--- src/rtl/d_latch_bist.sv ---
// Built-in self test for a D latch: sweeps the four {en,d} vectors, settles,
// and checks the latch outputs against a simple hold/transparent model.
module d_latch_bist #(
  parameter int unsigned SETTLE_CYCLES = 2,
  parameter int unsigned NUM_PASSES    = 1
) (
  input  logic       clk_i,
  input  logic       rst_ni,
  input  logic       start_i,
  input  logic       abort_i,
  output logic       en_o,
  output logic       d_o,
  input  logic       q_i,
  input  logic       qb_i,
  output logic       busy_o,
  output logic       done_o,
  output logic       pass_o,
  output logic [7:0] err_cnt_o,
  output logic [1:0] fail_vec_o
);

  localparam int unsigned CNT_W   = 4;
  localparam int unsigned PASS_W  = 8;
  localparam int unsigned ERR_W   = 8;
  localparam int unsigned IDX_W   = 2;
  localparam int unsigned ERR_MAX = 255;

  typedef enum logic [2:0] {
    ST_IDLE,
    ST_DRIVE,
    ST_SETTLE,
    ST_CHECK,
    ST_DONE
  } state_e;

  state_e             state_q, state_d;
  logic [IDX_W-1:0]   idx_q, idx_d;
  logic [CNT_W-1:0]   settle_q, settle_d;
  logic [PASS_W-1:0]  pass_cnt_q, pass_cnt_d;
  logic               known_q, known_d;
  logic               model_q, model_d;
  logic               first_q, first_d;
  logic               en_q, en_d;
  logic               d_q, d_d;
  logic               busy_q, busy_d;
  logic               done_q, done_d;
  logic               pass_q, pass_d;
  logic [ERR_W-1:0]   err_q, err_d;
  logic [1:0]         fv_q, fv_d;

  logic               exp_q_c;
  logic               known_c;
  logic               mismatch_c;

  // Reference model: transparent when enabled, otherwise the last captured value.
  always_comb begin
    exp_q_c    = en_q ? d_q : model_q;
    known_c    = en_q | known_q;
    mismatch_c = (known_c && (q_i != exp_q_c)) || (qb_i == q_i);
  end

  // Next-state and datapath updates; abort overrides everything outside IDLE.
  always_comb begin
    state_d    = state_q;
    idx_d      = idx_q;
    settle_d   = settle_q;
    pass_cnt_d = pass_cnt_q;
    known_d    = known_q;
    model_d    = model_q;
    first_d    = first_q;
    en_d       = en_q;
    d_d        = d_q;
    pass_d     = pass_q;
    err_d      = err_q;
    fv_d       = fv_q;

    if ((state_q != ST_IDLE) && abort_i) begin
      state_d = ST_IDLE;
    end else begin
      unique case (state_q)
        ST_IDLE: begin
          if (start_i) begin
            state_d    = ST_DRIVE;
            err_d      = '0;
            first_d    = 1'b0;
            idx_d      = IDX_W'(3);
            pass_cnt_d = '0;
            known_d    = 1'b0;
          end
        end
        ST_DRIVE: begin
          en_d     = idx_q[1];
          d_d      = idx_q[0];
          settle_d = CNT_W'(SETTLE_CYCLES - 1);
          state_d  = ST_SETTLE;
        end
        ST_SETTLE: begin
          if (settle_q == '0) begin
            state_d = ST_CHECK;
          end else begin
            settle_d = settle_q - CNT_W'(1);
          end
        end
        ST_CHECK: begin
          if (en_q) begin
            known_d = 1'b1;
            model_d = d_q;
          end
          if (mismatch_c) begin
            if (err_q != ERR_W'(ERR_MAX)) begin
              err_d = err_q + ERR_W'(1);
            end
            if (!first_q) begin
              fv_d    = {en_q, d_q};
              first_d = 1'b1;
            end
          end
          if (idx_q != '0) begin
            idx_d   = idx_q - IDX_W'(1);
            state_d = ST_DRIVE;
          end else begin
            pass_cnt_d = pass_cnt_q + PASS_W'(1);
            if (pass_cnt_d == PASS_W'(NUM_PASSES)) begin
              state_d = ST_DONE;
            end else begin
              idx_d   = IDX_W'(3);
              state_d = ST_DRIVE;
            end
          end
        end
        ST_DONE: begin
          pass_d  = (err_q == '0);
          state_d = ST_IDLE;
        end
        default: begin
          state_d = ST_IDLE;
        end
      endcase
    end

    busy_d = (state_d != ST_IDLE);
    done_d = (state_d == ST_DONE);
  end

  // State and output registers.
  always_ff @(posedge clk_i or negedge rst_ni) begin
    if (!rst_ni) begin
      state_q    <= ST_IDLE;
      idx_q      <= '0;
      settle_q   <= '0;
      pass_cnt_q <= '0;
      known_q    <= 1'b0;
      model_q    <= 1'b0;
      first_q    <= 1'b0;
      en_q       <= 1'b0;
      d_q        <= 1'b0;
      busy_q     <= 1'b0;
      done_q     <= 1'b0;
      pass_q     <= 1'b0;
      err_q      <= '0;
      fv_q       <= '0;
    end else begin
      state_q    <= state_d;
      idx_q      <= idx_d;
      settle_q   <= settle_d;
      pass_cnt_q <= pass_cnt_d;
      known_q    <= known_d;
      model_q    <= model_d;
      first_q    <= first_d;
      en_q       <= en_d;
      d_q        <= d_d;
      busy_q     <= busy_d;
      done_q     <= done_d;
      pass_q     <= pass_d;
      err_q      <= err_d;
      fv_q       <= fv_d;
    end
  end

  assign en_o       = en_q;
  assign d_o        = d_q;
  assign busy_o     = busy_q;
  assign done_o     = done_q;
  assign pass_o     = pass_q;
  assign err_cnt_o  = err_q;
  assign fail_vec_o = fv_q;

endmodule

--- config.mk ---
export PLATFORM = sky130hd
export DESIGN_NAME = d_latch_bist
export DESIGN_NICKNAME = d
export VERILOG_FILES = /design/src/rtl/d_latch_bist.sv
export SDC_FILE = /design/constraint.sdc
export NUM_CORES = 1
export LEC_CHECK = 0
export BUFFER_PORTS_ARGS = -buffer_cell sky130_fd_sc_hd__buf_2
export CAP_MARGIN = 20
export CORE_UTILIZATION = 53
export CTS_CLUSTER_SIZE = 10
export DETAILED_ROUTE_END_ITERATION = 8
export GPL_ROUTABILITY_DRIVEN = 0
export PLACE_DENSITY = 0.76
export REMOVE_ABC_BUFFERS = 1
export SLEW_MARGIN = 20
export SYNTH_ARGS = -nofsm -noshare
export SYNTH_HDL_FRONTEND = slang
export SYNTH_SLANG_ARGS = --single-unit
--- constraint.sdc ---
create_clock -name clk_i -period 1.8 [get_ports clk_i]
set_input_delay 0.36 -clock clk_i [delete_from_list [all_inputs] [get_ports clk_i]]
set_output_delay 0.36 -clock clk_i [all_outputs]
set_load 0.02 [all_outputs]
==> results of run 1 <==
worst max-delay path, cell delays in order, from the launching register on:
cell and delay, ns:
dfrtp_1 0.49, nor3b_2 0.31, o21ai_1 0.23, o311ai_1 0.37
o41ai_1 0.14
area by class of cell:
cell class              count  share of cell area [%]
flip-flops and latches     35                    36.6
multi-input cells         152                    45.6
inverters                  11                    1.72
repair buffers             39                    10.1
clock inverters             1                   0.209
well taps                  48                    2.51
clock buffers               7                    3.19
registers in the layout (all words and copies together) (netlist names):
name and flops:
fail_vec_o 2, first_q 1, settle_q 4, state_q 3, busy_o 1, en_o 1, idx_q 2, pass_cnt_q 8
known_q 1, pass_o 1, d_o 1, done_o 1, model_q 1, err_cnt_o 8
cells by family after synthesis:
group / share of synthesized area, %
xor+xnor: 5.16
buf+inv: 3.69
fa+ha+maj: 4.30
flops: 43.0
mux: 2.76
compound gates: 17.5
simple gates: 23.6
per-layer routing:
| layer | vias up | global-route usage (%) | share of wire (%) |
|---|---|---|---|
| li1 | 818 | - | - |
| met1 | 774 | 30.6 | 47 |
| met2 | 34 | 34.6 | 48 |
| met3 | 6 | 4.82 | 4.1 |
| met4 | 0 | 8.52 | 1.5 |
| met5 | - | 0 | 0 |
what timing repair did:
action	4_1_cts	5_1_grt
buffers inserted	0	1
setup endpoints to repair	0	10
gates resized for setup	0	5
cell usage after synthesis, types with 2 or more instances:
library cell,count
a2111oi_4,2
a21oi_1,6
and2_1,2
and3_1,4
buf_1,2
buf_4,2
dfrtp_1,35
ha_1,7
inv_1,11
mux2_2,5
nand2_1,20
nand2b_1,2
nand3_1,6
nand4_1,4
nor2_1,19
nor2b_1,2
nor3_1,11
nor4b_1,2
o2111a_1,2
o21ai_0,8
o21ai_1,4
o2bb2ai_1,2
o31ai_1,3
o41ai_1,2
xnor2_1,8
xor2_1,4
where the power goes:
| part | leakage, nW | internal, mW | switching (mW) | total (mW) |
|---|---|---|---|---|
| registers | 0.445 | 0.934 | 0.138 | 1.07 |
| clock network | 0.0422 | 0.271 | 0.279 | 0.550 |
| logic | 0.547 | 0.384 | 0.487 | 0.872 |
| total | 1.03 | 1.59 | 0.904 | 2.49 |
worst max-delay path by stage:
| stage | startpoint | endpoint |
|---|---|---|
| floorplan | d_o | fail_vec_o[0] |
| global placement | pass_cnt_q[1] | idx_q[0] |
| detailed placement | pass_cnt_q[0] | idx_q[0] |
| CTS | pass_cnt_q[0] | idx_q[0] |
| global route | pass_cnt_q[1] | idx_q[0] |
| finish | state_q[1] | err_cnt_o[1] |
==> flow_summary.ini, run 1 <==
[worst_hold_path]
min_path_type = primary input to asynchronous set/reset pin

[placement]
place_ws_ns = 0.0333
dp_hpwl_um = 2940
placed_area_mm2 = 0.00230
io_buffer_count = 20
dp.cells = 284

[logic_synthesis]
synth.top_cell.area_share_pct = 43.0
syn-cell-area_mm2 = 0.00204
syn_inst = 203
postSynthAreaPerCell_um2 = 10.0
seq_area_frac_synth_pct = 43.0
synth-async-reset-ratio_pct = 100
synth.ff_latch_count = 35
synth_enable_flop_cells = 0
synth.top_cells.by_area = dfrtp_1 43%, ha_1 4.3%, nand2_1 3.7%
synth_warnings = 0
synth_top_area_cell = dfrtp_1
synth_flop_cell = dfrtp_1
post_synth_num_cell_types = 54

[clocking]
cts_hold_buf = 0
clock-sinks = 35
clockBufferDepth = 2
cts_tree = done
root_buffer = clkbuf_8
htree_num_levels = 2
clock_latency_ns = 0.29
cts_made_buffers = 5
clk_pin_slew_worst_paths_ns = 0.07

[cells_and_area]
final_layout_size_suffix_gt1_share_pct = 27.3
final_nets = 257
diodes = 0
multi_input_comb_area_mm2 = 0.00109
utilization_pct = 65.4
nFillCells = 302
layout.cells.non_filler = 293
final_cell_area_mm2 = 0.00239
layout_commonest_cell = dfrtp_1
layout_common_cells = 34 x dfrtp_1, 20 x nand2_1, 20 x buf_2
area_growth_pct = 17.6
regArea_um2 = 877

[sta]
worst_pin_slew_ns = 0.522
finalWorstSetupSlack_ns = 0.102
period_share_pct = 94.3
slew_headroom_pct = 64.9
finalSetupTns_ns = 0
rsz0062_at_grt = false
setup_viol = 0
fmax_ghz = 0.589
fin_skew_ns = 0.00658
finalHoldViolCount = 0
holdWs_ns = 0.0901
period_needed_ns = 1.70
maxSlewViolCount = 0

[global_routing]
grt_pass1_vias = 1548
grt.overflow.total = 0
grt_pass1_wl_um = 7000
grt.total_usage_pct = 22.4
grt_max_degree = 36
antenna_found_initial = 0

[routing]
viasPerCell = 5.57
num_vias = 1632
antenna_left = 0
wire_per_inst_um = 13.7
wirelength_um = 4010
drt_iter0_drc = 71
detail_route.first_pass.iterations = 5
route.detailed.drc = 0

[power]
leakage_nw = 1.03
ir_drop_mv = 0.939
total_power_mw = 2.49
p_per_area_mw_per_mm2 = 1040

[floorplan]
die_x_um = 64.0
rows = 22
start_util_pct = 55.6
die_area_mm2 = 0.00410
num_io_pins = 21
core_mm2 = 0.00366
dieHeight_um = 64.0

[status]
status = completed

[setup_path]
crit_type = flip-flop to flip-flop
worst_setup_path_start_kind = flip-flop
rrSetupSlack_ns = 0.10
critical_path_arrival_ns = 1.84
reg2reg_depth = 4
worstPathMaxFanout = 8
endpoint_kind = flip-flop
reg2reg_from = state_q[1]
required_ns = 1.94
r2r-end = err_cnt_o[1]

[job]
drv_cap = 0
No activity file was read; power rests on OpenSTA's default activity.
==> run 2, diff against run 1 <==
CORE_UTILIZATION = 30   (was 53)
PLACE_DENSITY = default   (was 0.76)
==> run 2 against run 1 <==
Net effect: the flow now finishes with violations (DRC); register-to-register slack hardly changed; hold slack better by 0.020 ns; combinational power rose by 2%; non-clock buffer count down 1; fmax down 0.52%; largest cell class unchanged; global-route usage is 9.1 points lower; clock skew up 0.00088 ns; utilization down 27 points; routed wire length grew 10%; largest power group unchanged; count of clock-buffer cells in the layout shrank 1; critical path depth rose by 2.
==> flow_summary.ini, run 2 (synthesis gave the netlist of run 1 again) <==
[placement]
dp.cells = 313
dp_hpwl_um = 3180
io_buffer_count = 20

[sta]
finalHoldViolCount = 0
maxSlewViolCount = 0
period_needed_ns = 1.71
period_share_pct = 94.8
slew_headroom_pct = 68.9
fin_skew_ns = 0.00746
rsz0062_at_grt = false
finalSetupTns_ns = 0
fmax_ghz = 0.586
setup_viol = 0
worst_pin_slew_ns = 0.463

[power]
total_power_mw = 2.70
p_per_area_mw_per_mm2 = 1090
leakage_nw = 1.06
ir_drop_mv = 0.715

[clocking]
root_buffer = clkbuf_8
clock-sinks = 35
clockBufferDepth = 2
htree_num_levels = 2
cts_made_buffers = 5
cts_setup_buffers = 0
cts_resized = 0
cts_tree = done
cts_hold_buf = 0
clock_latency_ns = 0.29
clk_pin_slew_worst_paths_ns = 0.08

[setup_path]
required_ns = 2.02
critical_path_arrival_ns = 1.92
worst_setup_path_start_kind = flip-flop
endpoint_kind = flip-flop
crit_type = flip-flop to flip-flop
worstPathMaxFanout = 5

[routing]
viasPerCell = 5.07
detail_route.first_pass.iterations = 6
wirelength_um = 4410
antenna_left = 0
wire_per_inst_um = 13.7
route.detailed.drc = 4
routed.top_layer = met4
route.met3.wl_um = 130
met1_length_um = 2220
num_vias = 1627
drt_iter0_drc = 80
route.met2.wl_um = 2010

[global_routing]
grt_pass1_vias = 1542
grt.total_usage_pct = 13.2
grt_max_degree = 36
grt_pass1_wl_um = 7450
grt.overflow.total = 0
antenna_found_initial = 0

[floorplan]
core_mm2 = 0.00646
dieHeight_um = 84.4
die_x_um = 84.4
die_area_mm2 = 0.00712
start_util_pct = 31.5
num_io_pins = 21
rows = 29

[worst_hold_path]
min_path_type = primary input to asynchronous set/reset pin

[cells_and_area]
layout_commonest_cell = dfrtp_1
final_nets = 256
utilization_pct = 38.5
diodes = 0
nFillCells = 651
layout.cells.non_filler = 321
final_layout_size_suffix_gt1_share_pct = 27.9
layout_common_cells = 34 x dfrtp_1, 20 x nand2_1, 20 x buf_2
area_growth_pct = 21.9

[status]
status = complete, but fails checks
violations = DRC

[job]
drv_cap = 0
## run 2: layout make-up
cell class / count / area (um2) / area share (%)
clock buffers: 6 / 82.6 / 3.32
clock inverters: 2 / 35.0 / 1.41
inverters: 11 / 41.3 / 1.66
multi-input cells: 152 / 1120 / 44.9
flip-flops and latches: 35 / 877 / 35.3
well taps: 77 / 96.3 / 3.88
repair buffers: 38 / 235 / 9.47
## run 2: where the power goes
group          total, mW  switching, mW  internal, mW  leakage [nW]
registers           1.07          0.141         0.933         0.445
clock network      0.738          0.289         0.448        0.0612
logic              0.892          0.509         0.383         0.550
total               2.70          0.940          1.76          1.06
## run 2: path summary, 6_finish.rpt
check | start | end | slack, ns | cells after the start
worst max-delay path | pass_cnt_q[1] | idx_q[0] | 0.09 | 6
worst min-delay path | rst_ni | pass_cnt_q[5] | 0.11 | 2
worst min register to register | known_q | known_q | 0.47 | 2
worst max register to register | pass_cnt_q[1] | idx_q[0] | 0.09 | 6
max in group asynchronous | rst_ni | state_q[0] | 1.35 | 2
min in group clk_i | abort_i | pass_cnt_q[2] | 0.31 | 2
## run 2: critical path: stages (launching register included)
cell	delay, ns
dfrtp_1	0.41
ha_2	0.22
and3_1	0.15
o2111a_1	0.25
o2111a_1	0.30
a21oi_2	0.16
a2bb2oi_1	0.16
## run 2: through the flow
step                      setup WS (ns)  area [um2]  hold slack, ns
after global routing             0.0138        2480           0.146
final                            0.0931        2480           0.110
after floorplan                  -0.161        2000          0.0644
after CTS                       0.00731        2450           0.126
after detailed placement        0.00228        2330           0.434
after global placement           0.0615        2330           0.437
## run 2: layer usage
layer | vias to the layer above | global-route usage, %
met1 | 784 | 18.9
met2 | 19 | 20.1
met4 | 0 | 3.85
li1 | 820 | -
met5 | - | 0
met3 | 4 | 3.05
==> run 3, diff against run 2 <==
ABC_AREA = 1   (was default)
PLACE_DENSITY = 0.5   (was default)
==> run 3 against run 2 <==
Net effect: the flow now finishes without violations; largest cell class unchanged; global-route usage grew 0.33 points; power grew 12%; critical endpoint unchanged; clock power shrank 3.4%; non-clock buffer count shrank 11; sequential power is essentially flat.
==> flow_summary.ini, run 3 <==
[sta]
fmax_ghz = 0.622
finalSetupTns_ns = 0
slew_headroom_pct = 68.6
worst_pin_slew_ns = 0.471
holdWs_ns = 0.104
fin_skew_ns = 0.0148
period_needed_ns = 1.61
setup_viol = 0
period_share_pct = 89.3
finalWorstSetupSlack_ns = 0.193
finalHoldViolCount = 0
maxSlewViolCount = 0
rsz0062_at_grt = false

[setup_path]
critPathLaunch = pass_cnt_q[0]
reg2reg_from = pass_cnt_q[0]
crit_type = flip-flop to flip-flop
cp_common_cell = nand2_1
required_ns = 1.97
endpoint_kind = flip-flop
cp_slowest_stage_delay_ns = 0.44
path_cells = ha_1 -> inv_1 -> nand2_1 -> nand2_1 -> nand2_1 -> nor2_2 -> nand2_2 -> nor2_4 -> nand3_2 -> nand2_2 -> o21ai_0
cp_slowest_cell = dfrtp_2
worstPathMaxFanout = 6
critical_path_arrival_ns = 1.77
worst_setup_path_start_kind = flip-flop

[floorplan]
rows = 29
die_area_mm2 = 0.00692
core_mm2 = 0.00635
num_io_pins = 21
die_x_um = 83.2
dieHeight_um = 83.2
start_util_pct = 31.2

[power]
leakage_nw = 1.19
p_comb_share_pct = 39.9
switching_share_pct = 40.1
p_seq_share_pct = 36.4
ir_drop_mv = 0.626
intPower_mw = 1.81
p_switching_mw = 1.21
p_per_area_mw_per_mm2 = 1270
pwr-share-clk_pct = 23.6

[cells_and_area]
layout_common_cells = 63 x nand2_1, 41 x inv_1, 34 x dfrtp_1
diodes = 0
final_layout_size_suffix_gt1_share_pct = 18.7
layout_commonest_cell = nand2_1
nFillCells = 666
area_growth_pct = 19.9
utilization_pct = 37.4
final_nets = 306

[clocking]
clock_latency_ns = 0.29
cts_tree = done
cts_resized = 0
clk_pin_slew_worst_paths_ns = 0.07
cts_hold_buf = 0
root_buffer = clkbuf_8
cts_made_buffers = 5
htree_num_levels = 2
clockBufferDepth = 2
clock-sinks = 35
cts_setup_buffers = 0

[logic_synthesis]
synth_flop_cell = dfrtp_1
synth_warnings = 0
synth.ff_latch_count = 35
synth_common_cells = 66 x nand2_1, 41 x inv_1, 35 x dfrtp_1
synth_top_family_by_area = simple AND/OR/NAND/NOR gates
syn_inst = 260
synth.top_cell.area_share_pct = 44.3
synth.top_cells.by_area = dfrtp_1 44%, nand2_1 13%, inv_1 7.8%
syn-cell-area_mm2 = 0.00198
synth-simple-area-share_pct = 31.1
synth_most_common_cell = nand2_1
post_synth_num_cell_types = 26
synth_enable_flop_cells = 0
synth_mux_area_share_pct = 0
synthAdderAreaFrac_pct = 4.43
seq_area_frac_synth_pct = 44.3
synth_compound_area_share_pct = 9.87
synthXorXnorAreaFrac_pct = 1.77
postSynthAreaPerCell_um2 = 7.61
synth-async-reset-ratio_pct = 100
synth_top_area_cell = dfrtp_1

[routing]
viasPerCell = 4.62
detail_route.first_pass.iterations = 4
num_vias = 1713
route.detailed.drc = 0
wirelength_um = 4330
antenna_left = 0
drt_iter0_drc = 74
wire_per_inst_um = 11.7

[status]
status = completed

[global_routing]
grt_pass1_vias = 1609
antenna_found_initial = 0
grt_pass1_wl_um = 7620
grt.overflow.total = 0
grt.total_usage_pct = 13.6
grt_max_degree = 36

[worst_hold_path]
min_path_type = primary input to asynchronous set/reset pin

[job]
drv_cap = 0

[placement]
place_ws_ns = 0.111
io_buffer_count = 20
dp_hpwl_um = 3120
-- run 3: changes by cell type after synthesis, moves of 4 or more --
cell | before | now
a21oi_1 | 6 | 2
o21ai_0 | 8 | 18
nand2_1 | 20 | 66
mux2_2 | 5 | 0
nand3_1 | 6 | 29
nor3_1 | 11 | 7
inv_1 | 11 | 41
xnor2_1 | 8 | 1
nor2_1 | 19 | 26
and3_1 | 4 | 0
-- run 3: path summary, 6_finish.rpt --
path,slack [ns],cells past startpoint,endpoint
max,0.19,11,idx_q[0]
min,0.10,2,state_q[0]
max reg2reg,0.19,11,idx_q[0]
min reg2reg,0.49,2,fail_vec_o[1]
max in group asynchronous,1.33,2,pass_cnt_q[0]
min in group clk_i,0.41,3,settle_q[2]
-- run 3: area by class of cell --
type	instances	area, um2	area share (%)
Multi-Input combinational cell	182	973	41.0
Sequential cell	35	877	37.0
Inverter	42	160	6.75
Timing Repair Buffer	27	153	6.43
Tap cell	77	96.3	4.06
Clock buffer	5	68.8	2.90
Clock inverter	3	43.8	1.85
-- run 3: logic make-up (layout without fill, tap and decap cells) --
group,count (synthesis),count (layout)
compound gates,32,32
xor+xnor,4,4
fa+ha+maj,7,7
buf+inv,44,77
flops,35,35
simple gates,138,139
-- run 3: worst max-delay path, delay by kind of cell (launching register included) --
family	cells	cell delay [ns]
compound gates	1	0.08
fa+ha+maj	1	0.24
flops	1	0.44
simple gates	8	0.66
buf+inv	1	0.06
-- run 3: metrics by stage --
stage | power, mW | area (um2) | std cells
floorplan | 1.91 | 1970 | 258
global placement | 2.26 | 2220 | 362
detailed placement | 2.27 | 2220 | 362
CTS | 3.01 | 2330 | 370
global route | 3.30 | 2370 | 371
finish | 3.02 | 2370 | 371
-- run 3: power groups by stage --
stage / Combinational, mW / Sequential (mW) / Clock (mW)
2_1_floorplan: 0.727 / 1.19 / 0
3_3_place_gp: 1.15 / 1.11 / 0
3_5_place_dp: 1.16 / 1.12 / 0
4_1_cts: 1.16 / 1.10 / 0.746
5_1_grt: 1.39 / 1.13 / 0.782
6_report: 1.20 / 1.10 / 0.713
-- run 3: routing by layer --
| layer | up-vias | wire [um] | global-route usage, % |
|---|---|---|---|
| li1 | 903 | - | - |
| met1 | 775 | 2260 | 19.1 |
| met2 | 30 | 1890 | 21.2 |
| met3 | 5 | 147 | 2.98 |
| met4 | 0 | 24 | 3.29 |
| met5 | - | 0 | 0 |
